$ cat config.mk
export PLATFORM = sky130hd
export DESIGN_NAME = ltpi_link_aligned_flat
export DESIGN_NICKNAME = d
export VERILOG_FILES = /design/src/rtl/ltpi_link_aligned_if.sv /design/src/rtl/ltpi_link_aligned.sv /design/src/flat_wrapper.sv
export SDC_FILE = /design/constraint.sdc
export NUM_CORES = 1
export LEC_CHECK = 0
export CAP_MARGIN = 20
export CORE_MARGIN = 1.5
export CORE_UTILIZATION = 40
export DETAILED_ROUTE_END_ITERATION = 7
export PLACE_DENSITY = 0.62
export SYNTH_ARGS = -nofsm -noshare
export SYNTH_HDL_FRONTEND = slang
export SYNTH_SLANG_ARGS = --single-unit
$ cat constraint.sdc
create_clock -name clk -period 7.85 [get_ports clk]
set_clock_uncertainty 0.1 [all_clocks]
set_input_delay 1.57 -clock clk [delete_from_list [all_inputs] [get_ports clk]]
set_output_delay 1.57 -clock clk [all_outputs]
set_load 0.01 [all_outputs]
$ cat src/rtl/ltpi_link_aligned_if.sv
// Byte-stream bundle between the 8b10b decoder, the LTPI frame aligner and the frame parser.
// The master side drives decoded rx_* bytes; the slave side (aligner) returns frame-indexed bytes and status.
interface ltpi_link_aligned_if #(
  parameter int FRAME_LEN = 16
);
  localparam int IDX_W = $clog2(FRAME_LEN);

  logic             rx_valid;
  logic [7:0]       rx_data;
  logic             rx_k;
  logic             rx_err;
  logic             aligned;
  logic             align_lost;
  logic             frm_valid;
  logic             frm_start;
  logic [IDX_W-1:0] frm_idx;
  logic [7:0]       frm_data;
  logic [15:0]      bad_frm_cnt;

  modport master (
    output rx_valid, rx_data, rx_k, rx_err,
    input  aligned, align_lost, frm_valid, frm_start, frm_idx, frm_data, bad_frm_cnt
  );

  modport slave (
    input  rx_valid, rx_data, rx_k, rx_err,
    output aligned, align_lost, frm_valid, frm_start, frm_idx, frm_data, bad_frm_cnt
  );
endinterface

$ cat src/rtl/ltpi_link_aligned.sv
// LTPI receive frame aligner: hunts for the K28.5 comma, locks after LOCK_FRAMES well-spaced
// frames, then emits frame-indexed bytes and drops lock after UNLOCK_ERRS consecutive bad frames.
module ltpi_link_aligned #(
  parameter int         FRAME_LEN   = 16,
  parameter int         LOCK_FRAMES = 7,
  parameter int         UNLOCK_ERRS = 3,
  parameter logic [7:0] COMMA       = 8'hBC
) (
  input  logic               clk,
  input  logic               reset,
  ltpi_link_aligned_if.slave link
);
  localparam int IDX_W  = $clog2(FRAME_LEN);
  localparam int GOOD_W = $clog2(LOCK_FRAMES + 1);
  localparam int RUN_W  = $clog2(UNLOCK_ERRS + 1);
  localparam logic [IDX_W-1:0]  IDX_LAST  = IDX_W'(FRAME_LEN - 1);
  localparam logic [GOOD_W-1:0] GOOD_LAST = GOOD_W'(LOCK_FRAMES - 1);
  localparam logic [RUN_W-1:0]  RUN_LAST  = RUN_W'(UNLOCK_ERRS - 1);

  typedef enum logic [1:0] {HUNT, LOCKING, ALIGNED} state_t;

  function automatic logic [15:0] sat_inc16(input logic [15:0] v);
    return (v == 16'hFFFF) ? v : v + 16'd1;
  endfunction

  state_t            state, state_nxt;
  logic [IDX_W-1:0]  idx, idx_nxt;
  logic [GOOD_W-1:0] good, good_nxt;
  logic [RUN_W-1:0]  bad_run, bad_run_nxt;
  logic              frame_bad, frame_bad_nxt;
  logic [15:0]       cnt, cnt_nxt;
  logic              lost_nxt;
  logic              emit;

  logic             aligned_p1;
  logic             lost_p1;
  logic             vld_p1;
  logic             start_p1;
  logic [IDX_W-1:0] idx_p1;
  logic [7:0]       data_p1;

  logic             is_comma;
  logic             at_zero;
  logic             byte_bad;
  logic [IDX_W-1:0] idx_inc;

  assign is_comma = link.rx_valid & link.rx_k & ~link.rx_err & (link.rx_data == COMMA);
  assign at_zero  = (idx == '0);
  assign idx_inc  = idx + IDX_W'(1);
  // A byte spoils its frame if the comma is missing/misplaced or the decoder flagged it.
  assign byte_bad = (at_zero ^ is_comma) | link.rx_err;

  always_comb begin
    state_nxt     = state;
    idx_nxt       = idx;
    good_nxt      = good;
    bad_run_nxt   = bad_run;
    frame_bad_nxt = frame_bad;
    cnt_nxt       = cnt;
    lost_nxt      = 1'b0;
    emit          = 1'b0;
    case (state)
      HUNT: begin
        if (is_comma) begin
          state_nxt = LOCKING;
          good_nxt  = GOOD_W'(1);
          idx_nxt   = IDX_W'(1);
        end
      end
      LOCKING: begin
        if (link.rx_valid) begin
          if (at_zero) begin
            if (is_comma) begin
              good_nxt = good + GOOD_W'(1);
              idx_nxt  = idx_inc;
              if (good == GOOD_LAST) begin
                state_nxt     = ALIGNED;
                emit          = 1'b1;
                bad_run_nxt   = '0;
                frame_bad_nxt = 1'b0;
              end
            end else begin
              state_nxt = HUNT;
            end
          end else if (is_comma) begin
            good_nxt = GOOD_W'(1);
            idx_nxt  = IDX_W'(1);
          end else if (link.rx_err) begin
            state_nxt = HUNT;
          end else begin
            idx_nxt = idx_inc;
          end
        end
      end
      ALIGNED: begin
        if (link.rx_valid) begin
          emit    = 1'b1;
          idx_nxt = idx_inc;
          if (idx == IDX_LAST) begin
            frame_bad_nxt = 1'b0;
            if (frame_bad | byte_bad) begin
              cnt_nxt = sat_inc16(cnt);
              if (bad_run == RUN_LAST) begin
                state_nxt   = HUNT;
                lost_nxt    = 1'b1;
                bad_run_nxt = '0;
              end else begin
                bad_run_nxt = bad_run + RUN_W'(1);
              end
            end else begin
              bad_run_nxt = '0;
            end
          end else begin
            frame_bad_nxt = frame_bad | byte_bad;
          end
        end
      end
      default: state_nxt = HUNT;
    endcase
  end

  always_ff @(posedge clk) begin
    if (reset) begin
      state     <= HUNT;
      idx       <= '0;
      good      <= '0;
      bad_run   <= '0;
      frame_bad <= 1'b0;
      cnt       <= '0;
    end else begin
      state     <= state_nxt;
      idx       <= idx_nxt;
      good      <= good_nxt;
      bad_run   <= bad_run_nxt;
      frame_bad <= frame_bad_nxt;
      cnt       <= cnt_nxt;
    end
  end

  // Output stage: accepted byte and status appear one cycle after input.
  always_ff @(posedge clk) begin
    if (reset) begin
      aligned_p1 <= 1'b0;
      lost_p1    <= 1'b0;
      vld_p1     <= 1'b0;
      start_p1   <= 1'b0;
      idx_p1     <= '0;
      data_p1    <= '0;
    end else begin
      aligned_p1 <= (state_nxt == ALIGNED);
      lost_p1    <= lost_nxt;
      vld_p1     <= emit;
      start_p1   <= emit & at_zero;
      if (emit) begin
        idx_p1  <= idx;
        data_p1 <= link.rx_data;
      end
    end
  end

  assign link.aligned     = aligned_p1;
  assign link.align_lost  = lost_p1;
  assign link.frm_valid   = vld_p1;
  assign link.frm_start   = start_p1;
  assign link.frm_idx     = idx_p1;
  assign link.frm_data    = data_p1;
  assign link.bad_frm_cnt = cnt;
endmodule

$ cat src/flat_wrapper.sv
// flat-port wrapper written by rule: the top's interface ports become plain ports
module ltpi_link_aligned_flat 
#(
  parameter int         FRAME_LEN   = 16,
  parameter int         LOCK_FRAMES = 7,
  parameter int         UNLOCK_ERRS = 3,
  parameter logic [7:0] COMMA       = 8'hBC
)
  (clk, reset, link_rx_valid, link_rx_data, link_rx_k, link_rx_err, link_aligned, link_align_lost, link_frm_valid, link_frm_start, link_frm_idx, link_frm_data, link_bad_frm_cnt);
  ltpi_link_aligned_if #(.FRAME_LEN(FRAME_LEN)) link_i ();
  input  logic clk;
  input  logic reset;
  input wire logic [$bits(link_i.rx_valid)-1:0] link_rx_valid;
  input wire logic [$bits(link_i.rx_data)-1:0] link_rx_data;
  input wire logic [$bits(link_i.rx_k)-1:0] link_rx_k;
  input wire logic [$bits(link_i.rx_err)-1:0] link_rx_err;
  output wire logic [$bits(link_i.aligned)-1:0] link_aligned;
  output wire logic [$bits(link_i.align_lost)-1:0] link_align_lost;
  output wire logic [$bits(link_i.frm_valid)-1:0] link_frm_valid;
  output wire logic [$bits(link_i.frm_start)-1:0] link_frm_start;
  output wire logic [$bits(link_i.frm_idx)-1:0] link_frm_idx;
  output wire logic [$bits(link_i.frm_data)-1:0] link_frm_data;
  output wire logic [$bits(link_i.bad_frm_cnt)-1:0] link_bad_frm_cnt;
  assign link_i.rx_valid = link_rx_valid;
  assign link_i.rx_data = link_rx_data;
  assign link_i.rx_k = link_rx_k;
  assign link_i.rx_err = link_rx_err;
  assign link_aligned = link_i.aligned;
  assign link_align_lost = link_i.align_lost;
  assign link_frm_valid = link_i.frm_valid;
  assign link_frm_start = link_i.frm_start;
  assign link_frm_idx = link_i.frm_idx;
  assign link_frm_data = link_i.frm_data;
  assign link_bad_frm_cnt = link_i.bad_frm_cnt;
  ltpi_link_aligned #(.FRAME_LEN(FRAME_LEN), .LOCK_FRAMES(LOCK_FRAMES), .UNLOCK_ERRS(UNLOCK_ERRS), .COMMA(COMMA)) u_core (.clk(clk), .reset(reset), .link(link_i));
endmodule
==> results.sh <==
export IMPL_cts_hold_buffers=0
export IMPL_first_pass_iters=4
export IMPL_chipWidth_um=80.22
export IMPL_totalWireLength_um=5303
export IMPL_fin_crit_sh_pct=58.09
export IMPL_place_area_mm2=0.002849
export IMPL_port_buffers=44
export IMPL_cp_max_fo=10
export IMPL_cts_root_buffer="clkbuf_8"
export IMPL_hpwl_um=3793
export IMPL_cp_required_ns=7.94
export IMPL_clkTransAtPathRegs_ns=0.08
export IMPL_end_kind="register"
export IMPL_rr_startpoint="u_core.idx[0]$_SDFFE_PP0P_"
export IMPL_grt_antenna_before_repair=0
export IMPL_grt_max_degree=46
export IMPL_total_power_uw=373.0
export IMPL_slew_headroom_pct=51.64
export IMPL_grt_pass1_wl_um=8604
export IMPL_p_leak_uw=0.0009715
export IMPL_cts_inserted_buffers=5
export IMPL_async_flop_share_pct=0
export IMPL_die_area_mm2=0.006434
export IMPL_crit_family="simple AND/OR/NAND/NOR gates"
export IMPL_max_cap_violations=0
export IMPL_clk_latency_ns=0.29
export IMPL_cts_tree="built"
export IMPL_ys_flop_type="dfxtp_1"
export IMPL_grt_usage_pct=17.11
export IMPL_critical_path_buf_inv_count=2
export IMPL_outcome="finished, final reports clean"
export IMPL_ys_seq_area_share_pct=36.94
export IMPL_ios=45
export IMPL_path_class="input pin to register"
export IMPL_cts_max_level=2
export IMPL_cts_resized=0
export IMPL_start_util_pct=42.27
export IMPL_min_from="u_core.link.frm_idx[3]$_SDFFE_PP0N_"
export IMPL_power_density_mw_per_mm2=127.5
export IMPL_drtIter0Drc=105
export IMPL_area_growth_pct=22.72
export IMPL_final_nets=331
export IMPL_antenna_left=0
export IMPL_clk_path_buf_depth=2
export IMPL_ir_worst_vdd_v=0.00009556
export IMPL_die_h_um=80.22
export IMPL_final_hold_violation_count=0
export IMPL_grt_overflow=0
export IMPL_finalInstanceArea_mm2=0.002927
export IMPL_setup_viol_count_final=0
export IMPL_wl_per_cell_um=13.96
export IMPL_cts_sinks=44
export IMPL_grt_pass1_vias=1864
export IMPL_crit_chain="clkdlybuf4s50_1 -> nand4bb_1 -> nor4_2 -> inv_1 -> ha_1 -> or3b_2 -> nand4_1 -> nor3_1 -> a21oi_1 -> a31o_2"
export IMPL_startpoint="link_rx_valid"
export IMPL_fmax_ghz=0.2193
export IMPL_diodes=0
export IMPL_period_minus_slack_ns=4.560
export IMPL_vias=2059
export IMPL_cp_start_kind="input pin"
export IMPL_synth_cell_types=64
export IMPL_hp_class="register to register"
export IMPL_postCtsSetupBuffers=0
export IMPL_cpPeakStageDelay_ns=0.66
export IMPL_setup_slack_ns=3.290
export IMPL_synth_nets=289
export IMPL_syn_area_mm2=0.002385
export IMPL_drive_gt1_share_pct=8.442
export IMPL_post_place_ws_ns=3.014
export IMPL_syn_inst=266
export IMPL_syn_avg_cell_area_um2=8.965
export IMPL_ys_warn_count=0
export IMPL_tightest_slew_ns=0.7194
export IMPL_drc=0
export IMPL_setup_tns_ns=0
export IMPL_synth_edff_count=0
export IMPL_timing_hold_ws_ns=0.4011
export IMPL_gp_congestion=0.8653
export IMPL_critPathSlowestCell="clkdlybuf4s50_1"
export IMPL_synth_seq_cells=44
export IMPL_vias_per_cell=5.418
export IMPL_num_rows=27
export IMPL_core_area_mm2=0.005642
export IMPL_arrival_ns=4.65
export IMPL_rsz0062_at_grt="false"
export IMPL_maxSlewViolCount=0
-- worst reg2reg max path: stages (launching register included) --
cell	delay, ns
dfxtp_1	0.42
inv_1	0.08
ha_1	0.19
or3b_4	0.28
clkinv_4	0.11
ha_1	0.30
or3b_2	0.27
nand4_1	0.23
nor3_1	0.39
a21oi_1	0.12
a31o_2	0.23
-- power by group --
group	leakage (uW)	internal (uW)	switching [uW]
Combinational	0.000576	7.20	7.68
Sequential	0.000354	223	0.0190
Clock	0.0000410	60.6	74.6
Total	0.000972	291	82.3
-- per-stage QoR --
| stage | utilization, % | std cells |
|---|---|---|
| after floorplan | - | 266 |
| final | 51.87 | 380 |
| after global routing | 51.87 | 380 |
| after CTS | 51.87 | 380 |
| after global placement | 50.50 | 373 |
| after detailed placement | 50.50 | 373 |
-- cell type report --
| class | instances | area [um2] |
|---|---|---|
| repair buffers | 46 | 455.4 |
| multi-input cells | 197 | 1365 |
| fillers | 551 | 2715 |
| clock buffers | 6 | 72.57 |
| well taps | 72 | 90.09 |
| flip-flops and latches | 44 | 880.8 |
| inverters | 14 | 57.56 |
| clock inverters | 1 | 5.005 |
-- cells in the mapped netlist, types with 5 or more instances --
library cell | count | area (um2)
a21oi_1 | 11 | 55.05
and2_1 | 5 | 31.28
dfxtp_1 | 44 | 880.8
ha_1 | 10 | 125.1
inv_1 | 13 | 48.80
mux2i_1 | 15 | 150.1
nand2_1 | 15 | 56.30
nand2b_1 | 5 | 31.28
nand3_1 | 11 | 55.05
nand4_1 | 7 | 43.79
nor2_1 | 36 | 135.1
nor4_1 | 8 | 50.05
o21ai_0 | 7 | 35.03
xnor2_1 | 10 | 87.58
-- routing by layer --
| metal | global-route usage [%] | part of all wire, % | vias up |
|---|---|---|---|
| met1 | 23.27 | 52 | 976 |
| met5 | 0 | 0 | - |
| li1 | - | - | 1035 |
| met3 | 4.205 | 4.5 | 2 |
| met2 | 26.30 | 43 | 46 |
| met4 | 5.690 | 0.66 | 0 |
-- kinds of logic after synthesis --
group                      after synthesis  share of synthesized area [%]
DFF                                     44                          36.94
AOI/OAI and AO/OA                       40                          11.70
buffers and inverters                   25                          5.824
adders and majority gates               10                          5.247
muxes                                   16                          6.768
and+or+nand+nor                        120                          29.49
xor gates and xnor gates                11                          4.040
-- flip-flops by register name, summed over array words and instances (netlist names), 2 cells and up --
name                     cells
u_core.bad_run               2
u_core.good                  3
u_core.idx                   4
u_core.link.bad_frm_cnt     16
u_core.link.frm_data         8
u_core.link.frm_idx          4
u_core.state                 2
-- cells in the final DEF (no fill, tap or decap), drive strengths merged, types with 2 or more instances in the layout --
cell type | netlist | final
and3 | 2 | 2
and2 | 6 | 6
nand4 | 9 | 9
a211o | 2 | 2
and4 | 4 | 4
nor3 | 3 | 3
clkinv | 1 | 2
or2 | 2 | 2
a21oi | 11 | 11
clkdlybuf4s50 | 0 | 44
xnor2 | 10 | 10
ha | 10 | 10
inv | 13 | 13
a31oi | 2 | 2
nand3 | 12 | 12
nand2b | 5 | 5
buf | 6 | 2
nor2 | 36 | 36
nand2 | 15 | 15
nand4b | 2 | 2
clkbuf | 4 | 6
o21a | 2 | 2
a211oi | 3 | 3
or3 | 3 | 3
nor4 | 9 | 9
nand3b | 3 | 3
o21ai | 8 | 8
dfxtp | 44 | 44
a221oi | 2 | 2
or3b | 2 | 2
mux2i | 15 | 15
-- final timing paths --
kind / endpoint / cells past startpoint / slack [ns]
max: u_core.link.bad_frm_cnt[15]$_SDFFE_PP0P_ / 10 / 3.29
min: u_core.link.frm_idx[3]$_SDFFE_PP0N_ / 2 / 0.40
max reg2reg: u_core.link.bad_frm_cnt[15]$_SDFFE_PP0P_ / 10 / 5.04
min reg2reg: u_core.link.frm_idx[3]$_SDFFE_PP0N_ / 2 / 0.40
(Power assumes the default switching activity.)
